## src/rtl/la_capture_buffer.sv

```systemverilog
// -----------------------------------------------------------------------------
// la_capture_buffer
//
// Front end of the logic-analyzer FTDI fast-serial transmitter. The 8 probe
// inputs are synchronised and sampled at a programmable rate. Once armed, the
// block waits for a masked pattern trigger and then stores a fixed number of
// samples in a small FIFO. The serializer drains that FIFO one byte at a time
// over a valid/ready handshake.
//
// Ports:
//   clk          system clock (also FSCLK downstream)
//   rst_n        asynchronous, active-low reset
//   logic_input  8 asynchronous probe inputs
//   arm          one-cycle request to start an acquisition (honoured in IDLE)
//   trig_mask    1 = bit takes part in the trigger compare
//   trig_value   required level for each masked bit
//   div          sample period minus 1, in clk cycles (0 = every cycle)
//   out_data     byte at the FIFO head (0 while the FIFO is empty)
//   out_valid    FIFO not empty
//   out_ready    consumer takes the head byte this cycle
//   armed        waiting for the trigger
//   capturing    storing post-trigger samples
//   overflow     sticky: a capture sample was dropped on a full FIFO
// -----------------------------------------------------------------------------
module la_capture_buffer #(
  parameter int DEPTH_LOG2  = 4,
  parameter int CAPTURE_LEN = 1024,
  parameter int DIV_W       = 16
) (
  input  logic             clk,
  input  logic             rst_n,
  input  logic [7:0]       logic_input,
  input  logic             arm,
  input  logic [7:0]       trig_mask,
  input  logic [7:0]       trig_value,
  input  logic [DIV_W-1:0] div,
  output logic [7:0]       out_data,
  output logic             out_valid,
  input  logic             out_ready,
  output logic             armed,
  output logic             capturing,
  output logic             overflow
);

  localparam int DEPTH  = 1 << DEPTH_LOG2;
  localparam int PTR_W  = DEPTH_LOG2 + 1;
  localparam int SCNT_W = $clog2(CAPTURE_LEN + 1);

  // scnt value seen on the strobe that produces the final sample
  localparam logic [SCNT_W-1:0] LAST_CNT = SCNT_W'(CAPTURE_LEN - 1);

  typedef enum logic [1:0] {
    IDLE,
    ARMED,
    CAPTURE,
    DRAIN
  } state_t;

  state_t state;
  state_t state_nxt;

  logic [7:0]       sync1;
  logic [7:0]       smp;
  logic [DIV_W-1:0] dcnt;
  logic [SCNT_W-1:0] scnt;

  logic [PTR_W-1:0] wr_ptr;
  logic [PTR_W-1:0] rd_ptr;
  logic [PTR_W-1:0] rd_ptr_inc;
  logic [7:0]       mem [DEPTH];

  logic trig_hit;
  logic strobe;
  logic last_sample;
  logic push;
  logic push_ok;
  logic pop;
  logic full;
  logic empty;
  logic drain_done;

  // Two-flop synchroniser; everything downstream looks only at smp.
  always_ff @(posedge clk or negedge rst_n) begin
    if (!rst_n) begin
      sync1 <= 8'h00;
      smp   <= 8'h00;
    end else begin
      sync1 <= logic_input;
      smp   <= sync1;
    end
  end

  assign trig_hit    = ((smp ^ trig_value) & trig_mask) == 8'h00;
  assign strobe      = (dcnt == div);
  assign last_sample = (scnt == LAST_CNT);

  // FIFO status. The extra pointer MSB tells full apart from empty.
  assign empty      = (wr_ptr == rd_ptr);
  assign full       = (wr_ptr[DEPTH_LOG2] != rd_ptr[DEPTH_LOG2]) &&
                      (wr_ptr[DEPTH_LOG2-1:0] == rd_ptr[DEPTH_LOG2-1:0]);
  assign out_valid  = !empty;
  assign pop        = out_valid && out_ready;
  assign rd_ptr_inc = rd_ptr + PTR_W'(1);

  // A push into a full FIFO only fits if the head leaves in the same cycle.
  assign push_ok    = push && (!full || pop);

  // DRAIN may leave as soon as the last byte is being popped.
  assign drain_done = empty || (pop && (rd_ptr_inc == wr_ptr));

  // Head byte is forced to zero while empty so stale RAM never shows.
  assign out_data   = out_valid ? mem[rd_ptr[DEPTH_LOG2-1:0]] : 8'h00;

  // FSM state register
  always_ff @(posedge clk or negedge rst_n) begin
    if (!rst_n) begin
      state <= IDLE;
    end else begin
      state <= state_nxt;
    end
  end

  // FSM next-state logic. arm only matters in IDLE.
  always_comb begin
    state_nxt = state;
    case (state)
      IDLE: begin
        if (arm) begin
          state_nxt = ARMED;
        end
      end
      ARMED: begin
        if (trig_hit) begin
          state_nxt = (CAPTURE_LEN == 1) ? DRAIN : CAPTURE;
        end
      end
      CAPTURE: begin
        if (strobe && last_sample) begin
          state_nxt = DRAIN;
        end
      end
      DRAIN: begin
        if (drain_done) begin
          state_nxt = IDLE;
        end
      end
      default: state_nxt = IDLE;
    endcase
  end

  // FSM outputs: status flags and the FIFO write request. The trigger sample
  // itself is the first stored sample.
  always_comb begin
    armed     = (state == ARMED);
    capturing = (state == CAPTURE);
    push      = ((state == ARMED) && trig_hit) ||
                ((state == CAPTURE) && strobe);
  end

  // Sample-rate divider. It restarts on the trigger write so the next sample
  // lands exactly div+1 cycles later; the >= guards against div being lowered
  // below the running count mid-capture.
  always_ff @(posedge clk or negedge rst_n) begin
    if (!rst_n) begin
      dcnt <= '0;
    end else if ((state == ARMED) && trig_hit) begin
      dcnt <= '0;
    end else if (state == CAPTURE) begin
      dcnt <= (dcnt >= div) ? '0 : dcnt + DIV_W'(1);
    end else begin
      dcnt <= '0;
    end
  end

  // Sample counter. Counts attempted writes, so a dropped sample still uses
  // up one slot of the capture length.
  always_ff @(posedge clk or negedge rst_n) begin
    if (!rst_n) begin
      scnt <= '0;
    end else if ((state == ARMED) && trig_hit) begin
      scnt <= SCNT_W'(1);
    end else if ((state == CAPTURE) && strobe) begin
      scnt <= scnt + SCNT_W'(1);
    end else if (state == IDLE) begin
      scnt <= '0;
    end
  end

  // FIFO pointers
  always_ff @(posedge clk or negedge rst_n) begin
    if (!rst_n) begin
      wr_ptr <= '0;
      rd_ptr <= '0;
    end else begin
      if (push_ok) begin
        wr_ptr <= wr_ptr + PTR_W'(1);
      end
      if (pop) begin
        rd_ptr <= rd_ptr_inc;
      end
    end
  end

  // FIFO storage. No reset needed: the pointers define what is valid. On a
  // full push+pop the write slot is the one being vacated, so the head the
  // consumer is reading this cycle is never disturbed.
  always_ff @(posedge clk) begin
    if (push_ok) begin
      mem[wr_ptr[DEPTH_LOG2-1:0]] <= smp;
    end
  end

  // Sticky overflow, cleared only by an accepted arm.
  always_ff @(posedge clk or negedge rst_n) begin
    if (!rst_n) begin
      overflow <= 1'b0;
    end else if ((state == IDLE) && arm) begin
      overflow <= 1'b0;
    end else if (push && full && !pop) begin
      overflow <= 1'b1;
    end
  end

endmodule

```

## config.mk

```make
export PLATFORM = sky130hd
export DESIGN_NAME = la_capture_buffer
export DESIGN_NICKNAME = d
export VERILOG_FILES = /design/src/rtl/la_capture_buffer.sv
export SDC_FILE = /design/constraint.sdc
export NUM_CORES = 1
export LEC_CHECK = 0
export BUFFER_PORTS_ARGS = -buffer_cell sky130_fd_sc_hd__buf_2
export CAP_MARGIN = 0
export CORE_ASPECT_RATIO = 0.9
export CORE_UTILIZATION = 65
export CTS_CLUSTER_SIZE = 30
export DETAILED_ROUTE_END_ITERATION = 12
export PLACE_DENSITY_LB_ADDON = 0.1
export SYNTH_ARGS = -nofsm -noshare
export SYNTH_HDL_FRONTEND = slang
export SYNTH_SLANG_ARGS = --single-unit
```

## constraint.sdc

```tcl
create_clock -name clk -period 5.4 [get_ports clk]
set_clock_uncertainty 0.15 [all_clocks]
set_input_delay 0.27 -clock clk [delete_from_list [all_inputs] [get_ports clk]]
set_output_delay 0.27 -clock clk [all_outputs]
set_load 0.03 [all_outputs]
```

# == Word-level counts from Yosys, hierarchy flattened ==
# Memory sizes are Yosys's and may differ from the RTL's.
# Cells that the tools add are included.
# totals
ramBits,128
input_bits,44
reg_bits,56
word_cells,66
memories,1
# op_classes
order_cmp,1
n_addsub,4
n_eq_ne,13
muxes,16
n_bitwise,2
reduce_logical,21
# memory_table
name,depth,word_bits,rd,rd_clocked_by_memory_dff,wr,line,text
mem,16,8,1,0,1,70,logic [7:0] mem [DEPTH];
# op_table
operator,n
$mux W16,3
$mux W11,3
$add A16 B1 Y16 const B,1
$eq A16 B16 Y1,1
$ge A16 B16 Y1,1
$add A11 B1 Y11 const B,1
$eq A11 B10 Y1 const B,1
$add A5 B1 Y5 const B,2
$eq A5 B5 Y1,2
$logic_and A1 B1 Y1,10
$and A8 B8 Y8,1
$logic_not A8 Y1,1
$mux W2,4
$mux W8,1
$pmux W2 S4,1
$xor A8 B8 Y8,1
$eq A2 B2 Y1 const B,2
$eq A4 B4 Y1,1
$mux W1,4
$ne A2 B1 Y1 const B,2
$ne A2 B2 Y1 const B,2
$reduce_and A4 Y1,1
$logic_not A1 Y1,3
$logic_or A1 B1 Y1,3
5 further kinds,5

# == Logic depth before layout (Yosys ltp) ==
# Gate-level depths: netlist of the first run.
# depth
word_depth,9
mapped_depth,10

# == Worst setup path before layout of the first run ==
# Ideal clock, no wire load.
# synth_path
path_kind,register to register
start,register dcnt[13]
end,"memory mem[4][0], enable pin"
required_time_ns,4.918
path_slack_ns,2.516
setup_time_ns,0.332
t_arrival_ns,2.402
path_buffers,1
period_less_slack_ns,2.884
stages_incl_launch_ff,9
path_cell_list,dfrtp_1 ha_1 nand4_1 nor4_1 nand2_1 o31ai_1 nor2b_1 buf_2 and3_1
# synth_between
elab_chain_cells,6
# synth_rtl
element,line,text
"start, declared",64,logic [DIV_W-1:0] dcnt;
"start signal, assigned",169,dcnt <= (dcnt >= div) ? '0 : dcnt + DIV_W'(1);
$eq A16 B16 Y1,94,assign strobe = (dcnt == div);
$logic_and A1 B1 Y1,157,((state == CAPTURE) && strobe);
$logic_or A1 B1 Y1,156,push = ((state == ARMED) && trig_hit) ||
$logic_and A1 B1 Y1,106,assign push_ok = push && (!full || pop);
$mux W1,208,if (push_ok) begin
$mux W1 (implied by the code),209,mem[wr_ptr[DEPTH_LOG2-1:0]] <= smp;
"end, declared",70,
# No other way between the ends.

# == Worst setup path in the final report of the first run ==
# layout_path
start,register smp[2]
end,"memory mem[12][1], enable pin"
# layout_between
elab_chain_cells,8
# layout_rtl
element,line,text
"start, declared",63,logic [7:0] smp;
"start signal, assigned",89,smp <= sync1;
$xor A8 B8 Y8,93,assign trig_hit = ((smp ^ trig_value) & trig_mask) == 8'h00;
$and A8 B8 Y8,93,
$logic_not A8 Y1,93,
$logic_and A1 B1 Y1,156,
$logic_or A1 B1 Y1,156,
$logic_and A1 B1 Y1,106,
$mux W1,208,
$mux W1 (implied by the code),209,
# No other way between the ends.

==> impl_metrics.csv, run 1 <==
group,metric,value,unit
route,drc_errors,0,
setup_path,cp-end-kind,"flip-flop",
setup_path,required,5340,ps
route,totalWireLength,17000,um
global_routing,grt-ovfl-total,0,
yosys,ys_async_sr_fraction,0.304,
die,start_util,0.667,
sta,relSlewSlack,0.321,
yosys,synthXorXnorAreaFrac,0.0435,
cells_and_area,finish.instance_area,9120,um^2
die,dieArea,12800,um^2
yosys,synth-main-ff-cell,"edfxtp_1",
route,drt-initial-drc-count,565,
power_and_ir_drop,intPower,2.78,mW
yosys,syn_nets,582,
placement,place_area,8460,um^2
yosys,synth_top_family_by_area,"multiplexers",
cells_and_area,antenna_cells,0,
placement,gp_congestion,0.833,
yosys,synth_area,8050,um^2
yosys,synth_compound_area_frac,0.0390,
run_status,status,"completed",
yosys,synth_edf_count,128,
run,maxCapViolCount,0,
yosys,synth_top_cell_area_share,0.477,
cells_and_area,final_common_cell,"edfxtp_1",
setup_path,max_stage_delay,880,ps
route,drt_pre_antenna_iters,7,
power_and_ir_drop,p_total,4.12,mW
cells_and_area,final_layout_size_suffix_gt1_frac,0.225,
yosys,synthTopCellsByArea,"edfxtp_1, dfrtp_1, mux4_2",
setup_path,start_kind,"flip-flop",
setup_path,arrival,3930,ps
global_routing,grt.busiest_layer,"met2",
cells_and_area,fillers,721,
sta,slew_violations,0,
sta,fin_setup_tns,0,ps
cells_and_area,syn_to_final_growth,13.3,%
sta,worst_pin_slew,1020,ps
route,num_vias,4654,
sta,maxClockFrequency,251,MHz
global_routing,grtUsageMet3,0.0985,
setup_path,cp_max_fo,17,
route,ant_nets,0,
die,fp.dieH,108,um
cts,clock_sinks,184,
die,ios,56,
power_and_ir_drop,leakage,3.55,nW
yosys,ys_ff_latch,184,
power_and_ir_drop,sw_frac_of_total,0.325,
sta,rsz0062_at_grt,"false",
global_routing,gr-usage-met1,0.409,
die,rows,38,
global_routing,grt_max_degree,57,
power_and_ir_drop,p_seq_frac,0.421,
global_routing,antenna_found_initial,0,
sta,setup_viol,0,
yosys,yosysWarnings,0,
cts,h-tree-depth,4,
power_and_ir_drop,power_density,452,nW/um^2
power_and_ir_drop,combPwrFrac,0.296,
route,routedWlPerCell,22.6,um
global_routing,grt_first_pass_wirelength,25700,um
cells_and_area,layout_common_cells,"edfxtp_1, dfrtp_1, buf_2",
min_path,min_path_type,"in -> reg",
placement,place_hpwl,11300,um
die,fp.coreArea,12100,um^2
yosys,yosys.area.top_type,"edfxtp_1",
setup_path,worstPathCellList,"xor2_1 > a22oi_1 > nand2_1 > o31ai_1 > nor2b_1 > and3_1",
cts,path_clk_slew,60,ps
sta,whs,137,ps
global_routing,grt_pass1_vias,4504,
die,die-width,119,um
cts,tritoncts,"built",
global_routing,met2_usage,0.423,
power_and_ir_drop,ir_drop,0.328,mV
yosys,yosysSeqAreaShare,0.652,
global_routing,grtUsageTotal,0.285,
setup_path,cp_slowest_cell,"nor2b_1",
sta,hold_violations,0,
power_and_ir_drop,p_switching,1.34,mW
setup_path,path_class,"reg -> reg",
yosys,synth_adder_area_share,0.0420,
yosys,syn_area_per_cell,15.8,um^2
placement,io_buffer_count,55,
cts,root_buffer,"clkbuf_16",
yosys,synthMuxAreaShare,0.116,
yosys,synthSimpleGateAreaFrac,0.0841,
power_and_ir_drop,pwr-share-clk,0.283,
cts,cts_setup_buffers,0,
yosys,synthCells,511,
route,vias_per_cell,6.19,
sta,finalCritPeriodShare,0.739,
cells_and_area,utilization,0.755,
cts,clock_latency,430,ps
sta,fin_crit,3990,ps
cells_and_area,nets,650,
yosys,ys_types,46,
cts,cts_buffer_depth,2,
cts,numCtsBuffers,17,
==> worst paths after layout <==
kind	from	endpoint	slack [ps]	cells after the start
min in group asynchronous	rst_n	scnt[7]	360	3
max in group asynchronous	rst_n	rd_ptr[0]	4210	3
hold reg to reg	sync1[4]	smp[4]	200	0
setup / recovery	smp[2]	mem[12][1]	1410	6
hold / removal	out_ready	overflow	140	4
setup reg to reg	smp[2]	mem[12][1]	1410	6
==> synth_stat cells, types with 2 or more instances <==
library cell / count
a21o_1: 4
a21oi_1: 16
a22oi_1: 4
a31oi_1: 8
and2_1: 13
and3_1: 20
and3b_1: 2
buf_1: 3
buf_2: 3
buf_6: 2
clkbuf_1: 12
dfrtp_1: 56
edfxtp_1: 128
ha_1: 27
inv_1: 26
mux2_2: 2
mux4_2: 40
nand2_1: 16
nand2b_1: 8
nand3_1: 13
nand4_1: 6
nor2_1: 11
nor2b_1: 5
nor3_1: 19
nor3b_1: 2
o21a_1: 2
o21ai_0: 5
or3_1: 2
xnor2_1: 17
xor2_1: 23
==> flip-flops by register name, summed over array words and instances (netlist names) <==
name	count
rd_ptr	5
sync1	8
scnt	11
smp	8
state	2
wr_ptr	5
mem	128
dcnt	16
overflow	1
==> per-stage QoR <==
| step | std cells | setup slack, ps |
|---|---|---|
| 6_report | 752 | 1410 |
| 5_1_grt | 752 | 1260 |
| 4_1_cts | 752 | 1540 |
| 3_5_place_dp | 710 | 1590 |
| 3_3_place_gp | 710 | 1780 |
| 2_1_floorplan | 511 | 2520 |
==> logic make-up after synthesis <==
family,Yosys count
xor gates and xnor gates,40
and+or+nand+nor,123
adders and majority gates,27
muxes,43
AOI/OAI and AO/OA,48
buffers and inverters,46
DFF,184
==> worst max-delay path: cells and delay by family (launching register included) <==
kind             cells  cell delay (ps)
AO/OA/AOI/OAI        2              830
AND/OR/NAND/NOR      3             1650
flip-flops           1              840
XOR/XNOR             1              180
==> power by group through the flow <==
| stage | combinational, mW | clock [mW] | sequential (mW) |
|---|---|---|---|
| finish | 1.22 | 1.17 | 1.74 |
| global route | 1.31 | 1.24 | 1.75 |
| CTS | 1.22 | 1.18 | 1.73 |
| detailed placement | 1.20 | 0 | 1.76 |
| global placement | 1.18 | 0 | 1.76 |
| floorplan | 0.988 | 0 | 1.65 |
==> metal layers <==
metal / vias up / part of all wire
li1: 2076 / -
met1: 2337 / 0.43
met2: 219 / 0.48
met3: 22 / 0.089
met4: 0 / 0.0095
met5: - / 0
==> what timing repair did <==
action | in CTS | in global routing
hold endpoints to repair | 65 | 0
gates resized for setup | 0 | 0
hold buffers | 10 | 0
==> final cells by class <==
class / instances / area, um^2 / share of cell area
inverter: 26 / 97.6 / 0.0107
tap: 160 / 200 / 0.0220
multi-input combinational: 281 / 2610 / 0.287
clock inverter: 12 / 118 / 0.0129
sequential: 184 / 5250 / 0.575
clock buffer: 20 / 437 / 0.0479
timing repair buffer: 69 / 405 / 0.0445
(Power assumes the default switching activity.)
==> inputs of run 2 (changes only) <==
--- a/config.mk
+++ b/config.mk
@@ -8,7 +8,7 @@
 export BUFFER_PORTS_ARGS = -buffer_cell sky130_fd_sc_hd__buf_2
 export CAP_MARGIN = 0
 export CORE_ASPECT_RATIO = 0.9
-export CORE_UTILIZATION = 65
+export CORE_UTILIZATION = 54
 export CTS_CLUSTER_SIZE = 30
 export DETAILED_ROUTE_END_ITERATION = 12
 export PLACE_DENSITY_LB_ADDON = 0.1
==> constraint.sdc (replaced) <==
create_clock -name clk -period 3.4 [get_ports clk]
set_clock_uncertainty 0.15 [all_clocks]
set_input_delay 0.17 -clock clk [delete_from_list [all_inputs] [get_ports clk]]
set_output_delay 0.17 -clock clk [all_outputs]
set_load 0.03 [all_outputs]
==> run 2 against run 1 <==
  * Sequential cell count did not move
  * Sequential share of layout area shrank 1.2 points
  * Via count shrank 2.1%
  * Wire length is 4.2% lower
  * Critical path depth is 1 lower
  * Worst setup slack worse by 1100 ps
  * Core utilization shrank 10 points
  * Combinational power increased by 70%
  * Critical path type is now reg -> out
  * Critical endpoint is now out_data[1]
==> impl_metrics.csv, run 2 (same netlist as run 1, synthesis figures left out) <==
group,metric,value,unit
sta,whs,85.5,ps
global_routing,antenna_found_initial,0,
cts,hold_buffers,10,
setup_path,cp_top_family,"multiplexers",
setup_path,cp_max_fo,22,
cts,cts_resized,0,
route,drt_pre_antenna_iters,4,
die,ios,56,
placement,dp.cells,762,
sta,finalCritPeriodShare,0.896,
cells_and_area,stdcell_count,804,
cts,root_buffer,"clkbuf_16",
die,fp.dieH,118,um
setup_path,cp-end-kind,"output port",
cells_and_area,regArea,5250,um^2
die,dieArea,15400,um^2
placement,gp_congestion,0.772,
power_and_ir_drop,combPwrFrac,0.315,
cells_and_area,syn_to_final_growth,15.7,%
setup_path,crit_buf_inv,2,
route,drc_errors,0,
cells_and_area,multiInputGateArea,2610,um^2
setup_path,max_stage_delay,640,ps
route,drt-initial-drc-count,475,
setup_path,start_kind,"flip-flop",
setup_path,cp_slowest_cell,"mux4_2",
power_and_ir_drop,sw_frac_of_total,0.324,
sta,slew_violations,0,
sta,relSlewSlack,0.449,
cells_and_area,nets,669,
setup_path,arrival,2730,ps
route,ant_nets,0,
cells_and_area,final_layout_size_suffix_gt1_frac,0.252,
sta,hold_violations,0,
global_routing,grt_max_degree,34,
min_path,min_path_type,"in -> reg",
run,maxCapViolCount,0,
route,routedWlPerCell,20.2,um
global_routing,grt_first_pass_wirelength,25900,um
setup_path,worstPathCellList,"buf_4 > mux4_2 > mux4_2 > and2_1 > buf_2",
cts,tritoncts,"built",
placement,place_hpwl,11300,um
cts,path_clk_slew,70,ps
cts,clock_latency,420,ps
cells_and_area,largest_register_ffs,128,
setup_path,path_class,"reg -> out",
cts,numCtsBuffers,17,
die,die-width,131,um
global_routing,grt-ovfl-total,0,
power_and_ir_drop,p_switching,2.13,mW
power_and_ir_drop,intPower,4.46,mW
power_and_ir_drop,pwr-share-clk,0.288,
route,totalWireLength,16200,um
sta,rsz0062_at_grt,"false",
cts,h-tree-depth,4,
power_and_ir_drop,leakage,3.65,nW
cells_and_area,antenna_cells,0,
cells_and_area,fillers,1073,
die,fp.coreArea,14300,um^2
sta,setup_viol,0,
setup_path,cpMostUsedCell,"mux4_2",
sta,maxClockFrequency,328,MHz
cells_and_area,final_common_cell,"edfxtp_1",
run_status,status,"completed",
power_and_ir_drop,ir_drop,0.451,mV
placement,io_buffer_count,55,
die,start_util,0.564,
sta,fin_crit,3050,ps
global_routing,grt_pass1_vias,4649,
sta,fin_setup_tns,0,ps
cts,cts_buffer_depth,2,
sta,worst_pin_slew,822,ps
route,vias_per_cell,5.67,
cts,cts_setup_buffers,0,
setup_path,required,3080,ps
power_and_ir_drop,power_density,707,nW/um^2
global_routing,grtUsageTotal,0.234,
power_and_ir_drop,p_seq_frac,0.398,
route,num_vias,4558,
die,rows,41,
cells_and_area,layout_common_cells,"edfxtp_1, dfrtp_1, buf_2",
cts,clock_sinks,184,
[run 2: cell count changes in the layout (fill, tap and decap cells not counted), sizes merged]
cell and change:
clkbuf -2, clkinvlp +3, inv +1, buf +19, clkinv -2
[run 2: power by group through the flow]
stage                     Clock [mW]  Sequential (mW)  Combinational (mW)
final                           1.90             2.62                2.08
after global routing            2.02             2.63                2.25
after CTS                       1.93             2.62                2.11
after detailed placement           0             2.66                2.09
after global placement             0             2.66                2.05
after floorplan                    0             2.62                1.57
[run 2: worst paths after layout]
| kind | from | endpoint | slack (ps) | cells after the start |
|---|---|---|---|---|
| max in group asynchronous | rst_n | sync1[3] | 2130 | 3 |
| min in group asynchronous | rst_n | dcnt[11] | 170 | 2 |
| hold / removal | out_ready | rd_ptr[0] | 90 | 3 |
| setup / recovery | rd_ptr[0] | out_data[1] | 350 | 5 |
| hold reg to reg | sync1[7] | smp[7] | 200 | 0 |
| setup reg to reg | dcnt[11] | mem[7][1] | 520 | 8 |
[run 2: area by class of cell]
| type | instances | area share |
|---|---|---|
| inverters | 26 | 0.0105 |
| clock buffers | 18 | 0.0461 |
| repair buffers | 88 | 0.0588 |
| multi-input cells | 281 | 0.281 |
| well taps | 193 | 0.0259 |
| flip-flops and latches | 184 | 0.563 |
| clock inverters | 14 | 0.0152 |
[run 2: tightest hold or removal path, delay by kind of cell]
family,cells,cell delay [ps]
xor+xnor,1,90
simple gates,1,250
buf+inv,1,110
[run 2: layer usage]
layer / global-route usage / wire length, um
met5: 0 / 0
met4: 0.0690 / 143
met3: 0.0373 / 974
met2: 0.336 / 7600
met1: 0.369 / 7520
[run 2: metrics by stage]
| stage | cell area, um^2 | power (mW) | utilization | setup WS, ps |
|---|---|---|---|---|
| finish | 9320 | 6.59 | 0.653 | 354 |
| CTS | 9320 | 6.66 | 0.653 | 308 |
| floorplan | 8050 | 4.19 | - | 516 |
| global route | 9320 | 6.90 | 0.653 | 218 |
| detailed placement | 8650 | 4.75 | 0.606 | 506 |
| global placement | 8650 | 4.71 | 0.606 | 559 |
